===== src/rtl/mic1_uart_mmio.sv =====
// Memory-mapped UART responder for the Mic-1 data bus: data/status decode,
// RX and TX byte FIFOs, and a start/busy engine that feeds uart_tx.
module mic1_uart_mmio #(
    parameter logic [31:0] DATA_ADDR   = 32'hFFFF_FFFD,
    parameter logic [31:0] STATUS_ADDR = 32'hFFFF_FFFC,
    parameter int          RX_DEPTH    = 8,
    parameter int          TX_DEPTH    = 8
) (
    input  logic        clk,
    input  logic        resetn,
    input  logic        en,
    input  logic        mem_read,
    input  logic        mem_write,
    input  logic [31:0] mem_addr,
    input  logic [31:0] mem_wdata,
    input  logic [31:0] mem_rdata_mem,
    output logic [31:0] mem_rdata,
    output logic        hit,
    input  logic        rx_done,
    input  logic [7:0]  rx_data,
    output logic        tx_start,
    output logic [7:0]  tx_data,
    input  logic        tx_busy
);

    localparam int RX_AW = $clog2(RX_DEPTH);
    localparam int TX_AW = $clog2(TX_DEPTH);
    localparam int RX_CW = RX_AW + 1;
    localparam int TX_CW = TX_AW + 1;
    localparam logic [RX_CW-1:0] RX_FULL_CNT = RX_CW'(RX_DEPTH);
    localparam logic [TX_CW-1:0] TX_FULL_CNT = TX_CW'(TX_DEPTH);
    localparam logic [RX_CW-1:0] RX_CNT_ONE  = RX_CW'(1);
    localparam logic [TX_CW-1:0] TX_CNT_ONE  = TX_CW'(1);
    localparam logic [RX_AW-1:0] RX_PTR_ONE  = RX_AW'(1);
    localparam logic [TX_AW-1:0] TX_PTR_ONE  = TX_AW'(1);

    typedef enum logic [1:0] {
        TX_IDLE  = 2'd0,
        TX_START = 2'd1,
        TX_DRAIN = 2'd2
    } tx_state_e;

    logic             hit_s, rd_acc_s, wr_acc_s, rd_data_s, rd_stat_s, wr_data_s;
    logic             unused_s;
    logic [31:0]      status_s;

    logic [7:0]       rx_mem_q [RX_DEPTH];
    logic [7:0]       rx_mem_d [RX_DEPTH];
    logic [RX_AW-1:0] rx_wptr_q, rx_wptr_d, rx_rptr_q, rx_rptr_d;
    logic [RX_CW-1:0] rx_count_q, rx_count_d;
    logic             rx_empty_s, rx_full_s, rx_push_s, rx_pop_s, rx_ovr_set_s;
    logic             rx_ovr_q, rx_ovr_d;

    logic [7:0]       tx_mem_q [TX_DEPTH];
    logic [7:0]       tx_mem_d [TX_DEPTH];
    logic [TX_AW-1:0] tx_wptr_q, tx_wptr_d, tx_rptr_q, tx_rptr_d;
    logic [TX_CW-1:0] tx_count_q, tx_count_d;
    logic             tx_empty_s, tx_full_s, tx_push_s, tx_pop_s, tx_drop_set_s;
    logic             tx_drop_q, tx_drop_d;

    tx_state_e        state_q, state_d;
    logic             tx_start_q, tx_start_d;
    logic [7:0]       tx_data_q, tx_data_d;
    logic             rd_sel_q, rd_sel_d;
    logic [31:0]      rd_word_q, rd_word_d;

    // Address decode and bus access qualification
    always_comb begin
        hit_s     = (mem_addr == DATA_ADDR) || (mem_addr == STATUS_ADDR);
        rd_acc_s  = en & mem_read & hit_s;
        wr_acc_s  = en & mem_write & hit_s;
        rd_data_s = rd_acc_s & (mem_addr == DATA_ADDR);
        rd_stat_s = rd_acc_s & (mem_addr == STATUS_ADDR);
        wr_data_s = wr_acc_s & (mem_addr == DATA_ADDR);
        unused_s  = ^mem_wdata[31:8];
    end

    // RX FIFO control: a same-cycle pop makes room for a push into a full FIFO
    always_comb begin
        rx_empty_s   = (rx_count_q == {RX_CW{1'b0}});
        rx_full_s    = (rx_count_q == RX_FULL_CNT);
        rx_pop_s     = rd_data_s & ~rx_empty_s;
        rx_push_s    = rx_done & (~rx_full_s | rx_pop_s);
        rx_ovr_set_s = rx_done & rx_full_s & ~rx_pop_s;
        rx_mem_d     = rx_mem_q;
        rx_mem_d[rx_wptr_q] = rx_push_s ? rx_data : rx_mem_q[rx_wptr_q];
        rx_wptr_d    = rx_push_s ? (rx_wptr_q + RX_PTR_ONE) : rx_wptr_q;
        rx_rptr_d    = rx_pop_s ? (rx_rptr_q + RX_PTR_ONE) : rx_rptr_q;
        case ({rx_push_s, rx_pop_s})
            2'b10:   rx_count_d = rx_count_q + RX_CNT_ONE;
            2'b01:   rx_count_d = rx_count_q - RX_CNT_ONE;
            default: rx_count_d = rx_count_q;
        endcase
        rx_ovr_d = rx_ovr_set_s ? 1'b1 : (rd_stat_s ? 1'b0 : rx_ovr_q);
    end

    // TX engine: launch the head byte, hold start until busy, then wait out the frame
    always_comb begin
        tx_empty_s = (tx_count_q == {TX_CW{1'b0}});
        state_d    = state_q;
        tx_start_d = tx_start_q;
        tx_data_d  = tx_data_q;
        tx_pop_s   = 1'b0;
        case (state_q)
            TX_IDLE: begin
                if (!tx_empty_s && !tx_busy) begin
                    tx_pop_s   = 1'b1;
                    tx_data_d  = tx_mem_q[tx_rptr_q];
                    tx_start_d = 1'b1;
                    state_d    = TX_START;
                end else begin
                    tx_start_d = 1'b0;
                    state_d    = TX_IDLE;
                end
            end
            TX_START: begin
                if (tx_busy) begin
                    tx_start_d = 1'b0;
                    state_d    = TX_DRAIN;
                end else begin
                    tx_start_d = 1'b1;
                    state_d    = TX_START;
                end
            end
            TX_DRAIN: begin
                if (!tx_busy) begin
                    state_d = TX_IDLE;
                end else begin
                    state_d = TX_DRAIN;
                end
            end
            default: begin
                tx_start_d = 1'b0;
                state_d    = TX_IDLE;
            end
        endcase
    end

    // TX FIFO control: the engine's pop frees a slot for a same-cycle bus write
    always_comb begin
        tx_full_s     = (tx_count_q == TX_FULL_CNT);
        tx_push_s     = wr_data_s & (~tx_full_s | tx_pop_s);
        tx_drop_set_s = wr_data_s & tx_full_s & ~tx_pop_s;
        tx_mem_d      = tx_mem_q;
        tx_mem_d[tx_wptr_q] = tx_push_s ? mem_wdata[7:0] : tx_mem_q[tx_wptr_q];
        tx_wptr_d     = tx_push_s ? (tx_wptr_q + TX_PTR_ONE) : tx_wptr_q;
        tx_rptr_d     = tx_pop_s ? (tx_rptr_q + TX_PTR_ONE) : tx_rptr_q;
        case ({tx_push_s, tx_pop_s})
            2'b10:   tx_count_d = tx_count_q + TX_CNT_ONE;
            2'b01:   tx_count_d = tx_count_q - TX_CNT_ONE;
            default: tx_count_d = tx_count_q;
        endcase
        tx_drop_d = tx_drop_set_s ? 1'b1 : (rd_stat_s ? 1'b0 : tx_drop_q);
    end

    // Read response: status reflects the state before this cycle's updates
    always_comb begin
        status_s = {8'h00, 8'(tx_count_q), 8'(rx_count_q), 3'b000,
                    tx_busy, tx_drop_q, rx_ovr_q, tx_full_s, ~rx_empty_s};
        rd_sel_d = rd_acc_s;
        if (rd_stat_s) begin
            rd_word_d = status_s;
        end else if (rx_pop_s) begin
            rd_word_d = {24'h000000, rx_mem_q[rx_rptr_q]};
        end else begin
            rd_word_d = 32'h0000_0000;
        end
    end

    // State registers with synchronous active-low reset
    always_ff @(posedge clk) begin
        if (!resetn) begin
            for (int i = 0; i < RX_DEPTH; i++) rx_mem_q[i] <= 8'h00;
            for (int i = 0; i < TX_DEPTH; i++) tx_mem_q[i] <= 8'h00;
            rx_wptr_q  <= {RX_AW{1'b0}};
            rx_rptr_q  <= {RX_AW{1'b0}};
            rx_count_q <= {RX_CW{1'b0}};
            rx_ovr_q   <= 1'b0;
            tx_wptr_q  <= {TX_AW{1'b0}};
            tx_rptr_q  <= {TX_AW{1'b0}};
            tx_count_q <= {TX_CW{1'b0}};
            tx_drop_q  <= 1'b0;
            state_q    <= TX_IDLE;
            tx_start_q <= 1'b0;
            tx_data_q  <= 8'h00;
            rd_sel_q   <= 1'b0;
            rd_word_q  <= 32'h0000_0000;
        end else begin
            rx_mem_q   <= rx_mem_d;
            tx_mem_q   <= tx_mem_d;
            rx_wptr_q  <= rx_wptr_d;
            rx_rptr_q  <= rx_rptr_d;
            rx_count_q <= rx_count_d;
            rx_ovr_q   <= rx_ovr_d;
            tx_wptr_q  <= tx_wptr_d;
            tx_rptr_q  <= tx_rptr_d;
            tx_count_q <= tx_count_d;
            tx_drop_q  <= tx_drop_d;
            state_q    <= state_d;
            tx_start_q <= tx_start_d;
            tx_data_q  <= tx_data_d;
            rd_sel_q   <= rd_sel_d;
            rd_word_q  <= rd_word_d;
        end
    end

    assign hit       = hit_s;
    assign mem_rdata = rd_sel_q ? rd_word_q : mem_rdata_mem;
    assign tx_start  = tx_start_q;
    assign tx_data   = tx_data_q;

endmodule


===== config.mk =====
export PLATFORM = sky130hd
export DESIGN_NAME = mic1_uart_mmio
export DESIGN_NICKNAME = d
export VERILOG_FILES = /design/src/rtl/mic1_uart_mmio.sv
export SDC_FILE = /design/constraint.sdc
export NUM_CORES = 1
export LEC_CHECK = 0
export CORE_AREA = 2 2 139 141
export CTS_BUF_LIST = sky130_fd_sc_hd__clkbuf_4 sky130_fd_sc_hd__clkbuf_8
export CTS_CLUSTER_SIZE = 20
export DETAILED_ROUTE_END_ITERATION = 10
export DIE_AREA = 0 0 141 143
export PLACE_DENSITY = 0.78
export SLEW_MARGIN = 20
export SYNTH_ARGS = -nofsm -noshare
export SYNTH_HDL_FRONTEND = slang
export SYNTH_SLANG_ARGS = --single-unit
export TNS_END_PERCENT = 20

===== constraint.sdc =====
create_clock -name clk -period 2.2 [get_ports clk]
set_clock_uncertainty 0.2 [all_clocks]
set_input_delay 0.22 -clock clk [delete_from_list [all_inputs] [get_ports clk]]
set_output_delay 0.22 -clock clk [all_outputs]
set_load 0.02 [all_outputs]

==> flow_metrics.tcl, run 1 <==
set metrics [dict create \
    die_x_um 141 \
    synth_area_leaders "dfxtp_1, mux4_2, nand2_1, o22ai_1, mux2i_1" \
    dieArea_um2 20200 \
    die_y_um 143 \
    async_flop_share 0 \
    hp-class "reg -> reg" \
    worstSetupPathType "in -> reg" \
    start_util 0.495 \
    syn_area_um2 9210 \
    grt_usage 0.282 \
    crit_path_max_incr_delay_ps 470 \
    syn-num-nets 1031 \
    rsz0062_at_grt "true" \
    pre_cts_ws_ps -567 \
    max_slew_margin 0.568 \
    cts_buffer_depth 2 \
    drt_iter0_markers 871 \
    finalCritPeriodShare 1.01 \
    synth_cell_types 77 \
    max_freq_mhz 452 \
    finalSetupTns_ps -12.4 \
    p_total_mw 7.53 \
    syn_area_per_cell_um2 10.1 \
    crit_required_ps 2420 \
    yosys_register_bits 178 \
    grt_pass1_vias 8376 \
    crit_family "simple AND/OR/NAND/NOR gates" \
    dpl.hpwl_mm 19.6 \
    insertion_delay_ps 490 \
    synth_most_common_cell "dfxtp_1" \
    synth_seq_area_share 0.387 \
    post-route-drc-count 0 \
    ios 153 \
    drive_above_1_share 0.273 \
    drt-total-wl_mm 29.2 \
    cts_max_level 4 \
    worstMarginPinSlew_ps 646 \
    grt_pass1_wl_mm 44.1 \
    violations "negative setup slack" \
    vias_per_cell 6.38 \
    syn_inst 912 \
    p_leak_nw 4.56 \
    crit_fanout 3 \
    fin_crit_ps 2210 \
    antenna_found_initial 0 \
    root_buffer "clkbuf_8" \
    crit_chain "clkdlybuf4s50_1, nand4_1, nor4_4, nand3_1, nand2_1, inv_2, ha_4, a21o_1, a21oi_2, nor3_2, a21oi_2, mux2i_1" \
    ys.flop_type "dfxtp_1" \
    slew_viol_final 0 \
    portBuffers 128 \
    setup_slack_ps -11.9 \
    netlist.area_leader.share 0.387 \
    fp-row-count 50 \
    cp_common_cell "a21oi_2" \
    core_um2 18600 \
    ant_nets 0 \
    outcome "complete, but fails checks" \
    cts_buffers 17 \
    gp_congestion 0.978 \
    fin_nets 1252 \
    synth_common_cells "dfxtp_1, nand2_1, nand3_1, o22ai_1, mux4_2" \
    grt_max_degree 33 \
    syn_to_final_growth_pct 32.9 \
    critPathCaptureType "flip-flop" \
    drtPass1Iterations 5 \
    dr_total_vias 8809 \
    antenna_cells 0 \
    routedWlPerCell_um 21.2 \
    synth_top_area_cell "dfxtp_1" \
    hold_viol_final 0 \
    clock_sinks 178 \
    clkTransAtPathRegs_ps 90 \
    cp-start-kind "input pin" \
    powerDensity_nw_per_um2 616 \
    synth_edf_count 0 \
    overflow 0 \
    drv_cap 0 \
    tritoncts "done" \
    peakVddDrop_mv 0.454 \
    setup_viol 2 \
    crit_arrival_ps 2430 \
    worst_hold_slack_ps 279 \
    cp_num_buf_inv 2 \
    yosys_warnings 0 \
    slowest_stage "clkdlybuf4s50_1" \
]
==> tightest hold or removal path: stages (launching register included) <==
cell and delay, ps:
dfxtp_1 330, nand3_1 60, o21ai_1 50
==> path summary, 6_finish.rpt <==
path              slack [ps]    startpoint             to  cells after the start
hold reg to reg          280  rx_mem_q[53]   rx_mem_q[53]                      2
hold / removal           280  rx_mem_q[53]   rx_mem_q[53]                      2
setup / recovery         -10  mem_addr[29]  tx_count_q[3]                     12
setup reg to reg           0  rx_wptr_q[0]    rx_mem_q[3]                      6
==> layout by cell type (no fill, tap or decap), types with 11 or more instances in the layout <==
master	n
mux4_2	45
mux2_2	19
mux2i_1	31
buf_12	11
clkbuf_8	20
dlymetal6s2s_1	21
dfxtp_1	167
nand4_1	15
nand2_1	125
clkdlybuf4s50_1	86
o21ai_0	21
buf_4	123
o32ai_1	23
dlygate4sd2_1	17
nor2b_1	20
o22ai_1	49
nor2_1	37
nand3_1	59
o21ai_1	19
o31ai_1	17
==> logic make-up (layout without fill, tap and decap cells) <==
group,after synthesis,in the layout,share of synthesized area
multiplexers,111,111,0.203
XOR/XNOR,11,11,0.0105
buffers and inverters,72,306,0.0496
flip-flops,178,178,0.387
AND/OR/NAND/NOR,331,331,0.184
adder cells (fa/ha/maj),8,8,0.0117
AO/OA/AOI/OAI,201,201,0.154
==> registers in the layout, summed over array words and instances, names as in the netlist <==
| signal | count |
|---|---|
| rx_mem_q | 64 |
| tx_wptr_q | 3 |
| rx_count_q | 4 |
| tx_data | 8 |
| tx_rptr_q | 3 |
| rx_wptr_q | 3 |
| tx_drop_q | 1 |
| tx_start | 1 |
| tx_mem_q | 64 |
| rx_rptr_q | 3 |
| rd_sel_q | 1 |
| state_q | 2 |
| rx_ovr_q | 1 |
| tx_count_q | 4 |
| rd_word_q | 16 |
==> layer usage <==
layer	track usage	vias to the layer above	routed length (µm)
met3	0.0734	80	3280
li1	-	3923	-
met2	0.476	582	13800
met4	0.117	0	911
met1	0.346	4224	11100
met5	0	-	0
==> metrics by stage <==
stage / cell area, µm² / utilization / cells
after detailed placement: 11400 / 0.616 / 1333
after global routing: 12200 / 0.658 / 1380
after CTS: 11900 / 0.641 / 1366
final: 12200 / 0.658 / 1380
after global placement: 11400 / 0.616 / 1333
after floorplan: 9230 / - / 912
==> repair_timing <==
item | 4_1_cts | 5_1_grt
setup endpoints to repair | 94 | 107
pin swaps | 11 | 27
endpoints found under the hold margin | 6 | 0
buffers inserted | 0 | 14
hold buffers | 1 | 0
gates resized for setup | 34 | 62
==> power breakdown <==
group | switching [mW] | internal [mW]
Sequential | 0.0955 | 3.34
Combinational | 0.813 | 0.819
Clock | 1.23 | 1.23
==> area by class of cell <==
class | instances | area, µm²
flip-flops and latches | 178 | 3580
clock inverters | 11 | 151
fillers | 1394 | 6350
well taps | 234 | 293
clock buffers | 21 | 283
repair buffers | 268 | 2520
multi-input cells | 662 | 5390
inverters | 6 | 22.5
(Power assumes the default switching activity.)
==> run 2: changes to the inputs <==
--- a/config.mk
+++ b/config.mk
@@ -5,12 +5,12 @@
 export SDC_FILE = /design/constraint.sdc
 export NUM_CORES = 1
 export LEC_CHECK = 0
-export CORE_AREA = 2 2 139 141
+export CORE_AREA = 2 2 166 168
 export CTS_BUF_LIST = sky130_fd_sc_hd__clkbuf_4 sky130_fd_sc_hd__clkbuf_8
 export CTS_CLUSTER_SIZE = 20
 export DETAILED_ROUTE_END_ITERATION = 10
-export DIE_AREA = 0 0 141 143
-export PLACE_DENSITY = 0.78
+export DIE_AREA = 0 0 168 170
+export RECOVER_POWER = 25
 export SLEW_MARGIN = 20
 export SYNTH_ARGS = -nofsm -noshare
 export SYNTH_HDL_FRONTEND = slang
==> constraint.sdc (replaced) <==
create_clock -name clk -period 2.7 [get_ports clk]
set_clock_uncertainty 0.2 [all_clocks]
set_input_delay 0.27 -clock clk [delete_from_list [all_inputs] [get_ports clk]]
set_output_delay 0.27 -clock clk [all_outputs]
set_load 0.02 [all_outputs]
==> run 2 against run 1 <==
  * The flow now finishes without violations
  * Register-to-register slack improved by 220 ps
  * First-iteration DRC count is 29% lower
  * Count of clock-buffer cells in the layout is 2 higher
  * Utilization shrank 22 points
  * Critical endpoint is now hit
==> flow_metrics.tcl, run 2 (same netlist as run 1, synthesis figures left out) <==
set metrics [dict create \
    outcome "completed" \
    worst_hold_slack_ps 275 \
    powerDensity_nw_per_um2 504 \
    grt_max_degree 44 \
    max_freq_mhz 397 \
    cts_buffers 17 \
    dieArea_um2 28600 \
    crit_chain "clkdlybuf4s50_1, nand4_1, nor4_4, clkbuf_1, and2_0, dlygate4sd2_1" \
    antenna_found_initial 0 \
    ant_nets 0 \
    final_area_um2 11600 \
    slowest_stage "clkdlybuf4s50_1" \
    finalSetupTns_ps 0 \
    dr_total_vias 8127 \
    core_um2 26700 \
    slew_viol_final 0 \
    portBuffers 128 \
    critPathCaptureType "primary output" \
    r2r_cells 7 \
    routedWlPerCell_um 19.5 \
    finalCritPeriodShare 0.933 \
    dpl.hpwl_mm 19.8 \
    m1WireLength_mm 12.5 \
    grt_usage 0.197 \
    whs_path_depth 2 \
    rrSetupSlack_ps 220 \
    worstMarginPinSlew_ps 1000 \
    grt_pass1_vias 7734 \
    die_y_um 170 \
    rsz0062_at_grt "false" \
    peakVddDrop_mv 0.297 \
    max_slew_margin 0.333 \
    instances_no_fill 1443 \
    drv_cap 0 \
    highest_layer "met4" \
    hold_end "rx_mem_q[0]" \
    post-route-drc-count 0 \
    dpl.cell_count 1412 \
    gp_congestion 0.844 \
    hp-class "reg -> reg" \
    die_x_um 168 \
    worstSetupPathType "in -> out" \
    fin_nets 1209 \
    fin_crit_ps 2520 \
    min-delay-start "rx_mem_q[0]" \
    crit_arrival_ps 2050 \
    hold_viol_final 0 \
    dpl_cell_area_um2 11200 \
    r2r-end "tx_mem_q[25]" \
    final_common_cell "dfxtp_1" \
    top_regs "rx_mem_q: 64 flops, tx_mem_q: 64 flops, rd_word_q: 16 flops" \
    start_util 0.345 \
    fp-row-count 60 \
    dr_wl_met3_mm 1.97 \
    ios 153 \
    vias_per_cell 5.63 \
    timing.rr.start "tx_wptr_q[2]" \
    setup_viol 0 \
    cp-start-kind "input pin" \
    final_cell_mix "dfxtp_1, nand2_1, clkdlybuf4s50_1, buf_4, nand3_1" \
    insertion_delay_ps 470 \
    route.met2.wl_mm 13.1 \
    crit_path_max_incr_delay_ps 460 \
    drtPass1Iterations 5 \
    crit_required_ps 2230 \
    crit_fanout 3 \
    tritoncts "done" \
    overflow 0 \
    drt_iter0_markers 622 \
    p_leak_nw 4.00 \
    cts_max_level 4 \
    drt-total-wl_mm 28.1 \
    clkTransAtPathRegs_ps 90 \
    antenna_cells 0 \
    grt_pass1_wl_mm 43.8 \
    clock_sinks 178 \
    syn_to_final_growth_pct 25.6 \
    cts_buffer_depth 2 \
    drive_above_1_share 0.200 \
    root_buffer "clkbuf_8" \
]
[run 2: worst max path at each step]
stage | start | end | slack (ps) | cells past startpoint
2_1_floorplan | mem_addr[2] | tx_count_q[3] | 290 | 11
3_3_place_gp | mem_addr[1] | rx_mem_q[20] | -220 | 8
3_5_place_dp | mem_addr[6] | rx_mem_q[36] | -250 | 8
4_1_cts | rd_sel_q | mem_rdata[7] | 150 | 3
5_1_grt | mem_addr[22] | tx_mem_q[14] | 50 | 10
6_report | mem_addr[18] | hit | 180 | 6
[run 2: per-stage QoR]
step	util	setup WS (ps)	power, mW
6_report	0.434	182	5.83
5_1_grt	0.434	48.8	6.08
4_1_cts	0.436	149	5.91
3_5_place_dp	0.422	-245	4.06
3_3_place_gp	0.422	-221	4.05
2_1_floorplan	-	289	3.52
[run 2: layout make-up]
class | instances | area, µm²
clock buffer | 23 | 292
clock inverter | 8 | 104
fill | 2555 | 15100
inverter | 6 | 22.5
multi-input combinational | 662 | 5170
sequential | 178 | 3560
tap | 341 | 427
timing repair buffer | 225 | 1990
[run 2: what timing repair did]
action,4_1_cts,5_1_grt
endpoints found under the setup margin,1,0
resized for setup,1,0
setup buffers,0,0
hold buffers,0,0
[run 2: where the power goes]
part | internal (mW) | leakage [nW] | switching (mW)
combinational | 0.574 | 2.36 | 0.601
sequential | 2.72 | 1.44 | 0.0716
clock | 0.911 | 0.204 | 0.949
total | 4.21 | 4.00 | 1.62
[run 2: routing by layer]
| layer | vias up | track usage |
|---|---|---|
| met5 | - | 0 |
| met4 | 0 | 0.0586 |
| met3 | 39 | 0.0398 |
| met2 | 309 | 0.325 |
| met1 | 3944 | 0.260 |
| li1 | 3835 | - |
[run 2: critical path, delay by kind of cell]
kind          cells  cell delay (ps)
buf+inv           3             1020
simple gates      3              750
==> run 3: changes to the inputs <==
--- a/config.mk
+++ b/config.mk
@@ -5,6 +5,7 @@
 export SDC_FILE = /design/constraint.sdc
 export NUM_CORES = 1
 export LEC_CHECK = 0
+export ABC_CLOCK_PERIOD_IN_PS = 2700
 export CORE_AREA = 2 2 166 168
 export CTS_BUF_LIST = sky130_fd_sc_hd__clkbuf_4 sky130_fd_sc_hd__clkbuf_8
 export CTS_CLUSTER_SIZE = 20
==> results of run 3 <==
Same layout as run 2: the final DEF is identical, and so are final timing and power.
==> RTL edit 1: new RTL, flow settings as in run 2 <==
Register the input `mem_addr` before use, cleared by the reset. The logic sees it one clock later. The other inputs are not delayed to match.
--- a/src/rtl/mic1_uart_mmio.sv
+++ b/src/rtl/mic1_uart_mmio.sv
@@ -41,4 +41,14 @@
     } tx_state_e;
 
+    logic [31:0] mem_addr_q;
+
+    always_ff @(posedge clk) begin
+        if (!resetn) begin
+            mem_addr_q <= '0;
+        end else begin
+            mem_addr_q <= mem_addr;
+        end
+    end
+
     logic             hit_s, rd_acc_s, wr_acc_s, rd_data_s, rd_stat_s, wr_data_s;
     logic             unused_s;
@@ -67,10 +77,10 @@
     // Address decode and bus access qualification
     always_comb begin
-        hit_s     = (mem_addr == DATA_ADDR) || (mem_addr == STATUS_ADDR);
+        hit_s     = (mem_addr_q == DATA_ADDR) || (mem_addr_q == STATUS_ADDR);
         rd_acc_s  = en & mem_read & hit_s;
         wr_acc_s  = en & mem_write & hit_s;
-        rd_data_s = rd_acc_s & (mem_addr == DATA_ADDR);
-        rd_stat_s = rd_acc_s & (mem_addr == STATUS_ADDR);
-        wr_data_s = wr_acc_s & (mem_addr == DATA_ADDR);
+        rd_data_s = rd_acc_s & (mem_addr_q == DATA_ADDR);
+        rd_stat_s = rd_acc_s & (mem_addr_q == STATUS_ADDR);
+        wr_data_s = wr_acc_s & (mem_addr_q == DATA_ADDR);
         unused_s  = ^mem_wdata[31:8];
     end
Check against the original RTL: not equivalent (a bounded check fails within 4 cycles, from zero or initial values and one cycle with resetn low).
==> RTL edit 1 against run 2 <==
  * Cell count up 9.5%
  * Critical path type is now flip-flop to output port
  * Highest routed layer unchanged
  * Setup slack worse by 0.071 ns
  * Synthesized area up 11%
  * Fmax down 2.7%
  * Sequential share of layout area up 1.6 points
  * Total power up 26%
  * Global-route usage up 2.8 points
  * Routed wire length up 14%
  * Final area up 12%
  * Register-to-register slack worse by 0.02 ns
  * Clock power up 53%
  * Sequential cell count up 32
  * Largest cell class unchanged
  * Critical path depth unchanged
  * Synthesized cell count up 16%
==> RTL edit 1: results (changes against run 2) <==
GRT
  – Total track usage: 22.48% (+2.8 points)
  – Vias in the first global route: 8918 (+15%)

Setup path
  – R2R Setup Slk: 0.20 ns (-0.02 ns)
  – Arrival time worst endpoint: 2.12 ns (+0.07 ns)
  – Terminus of the critical flop-to-flop path: tx_count_q[3]$_SDFFE_PN0P_
  – Reg-to-reg startpoint: mem_addr_q[3]$_SDFF_PN0_
  – Slowest cell on the critical path: sky130_fd_sc_hd__nor4_4

Drt
  – WL/cell: 20.28 um (+4.2%)
  – Number of detailed-route iterations in the first pass: 6 (+1)
  – Avg Vias per Cell: 5.901 (+4.8%)
  – Number of DRC markers after the initial detailed-route iteration: 919 (+48%)

Clock tree
  – Maximum root-to-sink buffer count: 3 (+1)
  – Deepest level of the CTS H-tree: 2 (-2)
  – Clock-pin slew of the registers on the worst-case setup and hold paths: 0.06 ns (-0.03 ns)
  – Total clock sinks: 210 (+18%)

Power and ir drop
  – Worst vdd ir: 0.2304 mV (-22%)
  – Clk network pwr share: 38.7% (+6.8 points)
  – Cell internal pwr: 5.378 mW (+28%)
  – P_leak: 4.501 nW (+12%)

Final layout
  – Multi-input gates: 750 (+13%)
  – Fraction of area in multi-input gates: 43.46% (-1.2 points)
  – Sequential standard cell area: 4204 sq um (+18%)
  – Clock buffer and inverter area fraction after layout: 5.380% (+2.0 points)
  – Clock buffer count in the final layout: 55 (+140%)
  – Regs by FF count: rx_mem_q (64), tx_mem_q (64), mem_addr_q (32)

Placed design
  – Detail Placement HPWL: 21.13 mm (+6.8%)
  – Area after detailed placement: 12260 sq um (+9.1%)

Min path
  – Hold Path Class: input pin to flip-flop
  – Worst hold endpoint: tx_mem_q[31]$_SDFFE_PN0P_

Yosys
  – Post-synth top cells: 210 x sky130_fd_sc_hd__dfxtp_1, 109 x sky130_fd_sc_hd__nand2_1, 77 x sky130_fd_sc_hd__nand3_1
  – Net count of the mapped netlist: 1181 (+15%)

Status
  – Run status: finished clean

STA
  – Fin Hold WS: 0.09715 ns (-0.1778 ns)
==> RTL edit 1: cell types whose count changed after synthesis, sizes merged, moves of 12 or more <==
cell    before  now
a221oi       0   15
and2        10   43
buf         29   41
clkbuf      36   50
dfxtp      178  210
nand2      126  109
nand3       60   77
nand4       19   58
nor2        39   66
o21ai       43   21
o22ai       50   30
o311ai       5   47
o31a         0   13
==> RTL edit 1: per-layer routing <==
metal / vias up / track usage, % / part of all wire, %
li1: 4360 / - / -
met1: 4467 / 31.35 / 45
met2: 427 / 34.73 / 44
met3: 70 / 4.279 / 8.9
met4: 0 / 8.204 / 2.9
met5: - / 0 / 0
==> RTL edit 1: cells by family (layout without fill, tap and decap cells) <==
group                      after synthesis  after routing  share of synthesized area, %
DFF                                    210            210                         40.97
buffers and inverters                  102            279                         4.413
xor gates and xnor gates                15             15                         1.280
and+or+nand+nor                        417            417                         21.13
adders and majority gates                8              8                         1.048
AOI/OAI and AO/OA                      203            203                         15.09
muxes                                  107            107                         16.07
==> RTL edit 2: new RTL, config.mk and constraints of run 2 <==
Without the edit above. The parameter `TX_DEPTH` goes from 8 to 16.
--- a/src/rtl/mic1_uart_mmio.sv
+++ b/src/rtl/mic1_uart_mmio.sv
@@ -5,5 +5,5 @@
     parameter logic [31:0] STATUS_ADDR = 32'hFFFF_FFFC,
     parameter int          RX_DEPTH    = 8,
-    parameter int          TX_DEPTH    = 8
+    parameter int          TX_DEPTH    = 16
 ) (
     input  logic        clk,
Check against the original RTL: not equivalent (Yosys sat finds a counterexample within 10 cycles, from zero or initial values and one cycle with resetn low).
==> RTL edit 2 against run 2 <==
  * Non-clock buffer count rose by 44
  * Die area did not move
  * Routed wire length rose by 34%
  * Critical endpoint is now tx_count_q[4]$_SDFFE_PN0P_
  * Total power rose by 51%
  * Sequential share of layout area rose by 0.12 points
  * Synthesized area rose by 35%
  * Setup slack got worse by 0.098 ns
  * Final area rose by 38%
  * Sequential cell count rose by 68
  * Sequential power rose by 35%
  * Register-to-register slack got worse by 0.08 ns
  * Combinational power rose by 3%
  * Via count rose by 33%
==> RTL edit 2: results (changes against run 2) <==
Yosys
  – Post-synth top cells: 246 x sky130_fd_sc_hd__dfxtp_1, 197 x sky130_fd_sc_hd__a21oi_1, 152 x sky130_fd_sc_hd__o21ai_0
  – Cell types with the largest area share after synthesis: sky130_fd_sc_hd__dfxtp_1 40%, sky130_fd_sc_hd__mux4_2 18%, sky130_fd_sc_hd__a21oi_1 7.9%, sky130_fd_sc_hd__o21ai_0 6.1%, sky130_fd_sc_hd__nand2_1 3.1%
  – Sequential fraction of the synthesis area: 39.56% (+0.85 points)
  – Compound-cell area share of the yosys netlist: 17.53% (+2.2 points)
  – Mux cell area share after synthesis: 22.73% (+2.4 points)
  – Net count of the mapped netlist: 1397 (+35%)
  – Synth Area in XOR/XNOR: 1.266% (+0.22 points)
  – Count of unique library cells instantiated by Yosys: 57 (-26%)
  – Instance count of the mapped netlist: 1272 (+39%)

Power and ir drop
  – P_leak: 5.803 nW (+45%)
  – Worst vdd ir: 0.4955 mV (+67%)

Drt
  – Number of DRC markers after the initial detailed-route iteration: 863 (+39%)
  – Routed length on met3: 2.369 mm (+20%)
  – Wire length on met1: 15.93 mm (+27%)
  – WL/cell: 20.49 um (+5.3%)
  – Wire length on met2: 18.27 mm (+40%)

Setup path
  – Critical path origin: mem_addr[12]
  – R2R Setup Slk: 0.14 ns (-0.08 ns)
  – Critical Path Fanout Max: 4 (+1)
  – Reg-to-reg startpoint: tx_count_q[2]$_SDFFE_PN0P_
  – Worst setup path endpoint: tx_count_q[4]$_SDFFE_PN0P_
  – Arrival time worst endpoint: 2.89 ns (+0.84 ns)
  – R2R depth: 9 (+2)
  – Terminus of the critical flop-to-flop path: tx_count_q[4]$_SDFFE_PN0P_

STA
  – Highest attainable clock frequency: 0.3822 GHz (-3.8%)
  – Fin Hold WS: 0.1941 ns (-0.08085 ns)
  – Worst slew margin: 44.41% (+11 points)

Min path
  – Hold_sp: mem_read
  – Hold Path Class: input pin to flip-flop
  – Worst hold endpoint: rd_sel_q$_SDFF_PN0_

GRT
  – Vias in the first global route: 10540 (+36%)
  – Met1 track demand over resource in global routing: 34.09% (+8.0 points)
  – Maximum number of pins on one net before global-route repair: 161 (+270%)
  – Total track usage: 26.41% (+6.8 points)
  – Global-route wire length before repair: 59.07 mm (+35%)
  – Global-route track usage on met3: 4.837% (+0.86 points)
  – Met2 Track Usage GR: 44.39% (+12 points)

Clock tree
  – Clock-pin slew of the registers on the worst-case setup and hold paths: 0.06 ns (-0.03 ns)
  – Latest clock arrival within the worst-skew pair: 0.56 ns (+0.09 ns)
  – Deepest level of the CTS H-tree: 2 (-2)

Status
  – Run status: finished clean

Final layout
  – Regs by FF count: tx_mem_q (128), rx_mem_q (64), rd_word_q (17)
  – Layout filler cell count: 2269 (-11%)
  – Fin cells: 1841 (+28%)
  – Net count of the finished layout: 1592 (+32%)
  – Ratio of cells with drive above 1 in the final layout: 25.00% (+5.0 points)

Placed design
  – Area after detailed placement: 14910 sq um (+33%)
  – Final Wtd Congestion: 0.8383 (-0.66%)
  – Detail Placement HPWL: 25.15 mm (+27%)
## RTL edit 2: cell types whose count changed after synthesis, sizes merged, moves of 18 or more
cell | run 2 | this run
a21oi | 13 | 197
buf | 29 | 51
clkbuf | 36 | 67
dfxtp | 178 | 246
mux4 | 50 | 99
nand2 | 126 | 102
nand3 | 60 | 78
o21ai | 43 | 154
o22ai | 50 | 1
o32ai | 25 | 0
## RTL edit 2: worst max-delay path, stage by stage
cell,delay [ns]
sky130_fd_sc_hd__clkdlybuf4s50_1,0.49
sky130_fd_sc_hd__nand4_1,0.14
sky130_fd_sc_hd__or4_4,0.58
sky130_fd_sc_hd__nor3_4,0.23
sky130_fd_sc_hd__nor2_2,0.09
sky130_fd_sc_hd__fa_2,0.34
sky130_fd_sc_hd__a21o_1,0.17
sky130_fd_sc_hd__a21oi_2,0.15
sky130_fd_sc_hd__nor2_1,0.06
sky130_fd_sc_hd__a22oi_1,0.17
sky130_fd_sc_hd__mux2i_1,0.20
## RTL edit 2: power breakdown
part / total, mW / internal, mW / switching (mW)
registers: 3.76 / 3.70 / 0.0604
logic: 1.21 / 0.566 / 0.640
clock network: 3.83 / 2.26 / 1.57
## RTL edit 2: what timing repair did
item	4_1_cts	5_1_grt
endpoints found under the setup margin	9	36
setup buffers	0	3
hold buffers	1	0
endpoints found under the hold margin	5	0
pin swaps	0	4
gates cloned	0	0
resized for setup	3	8
## RTL edit 2: layout make-up
type	count	area, sq um	share of cell area, %
clock buffers	71	883.3	5.546
clock inverters	6	91.34	0.5735
inverters	12	45.04	0.2828
multi-input cells	896	7037	44.18
flip-flops and latches	246	4927	30.94
well taps	341	426.7	2.679
repair buffers	269	2516	15.80
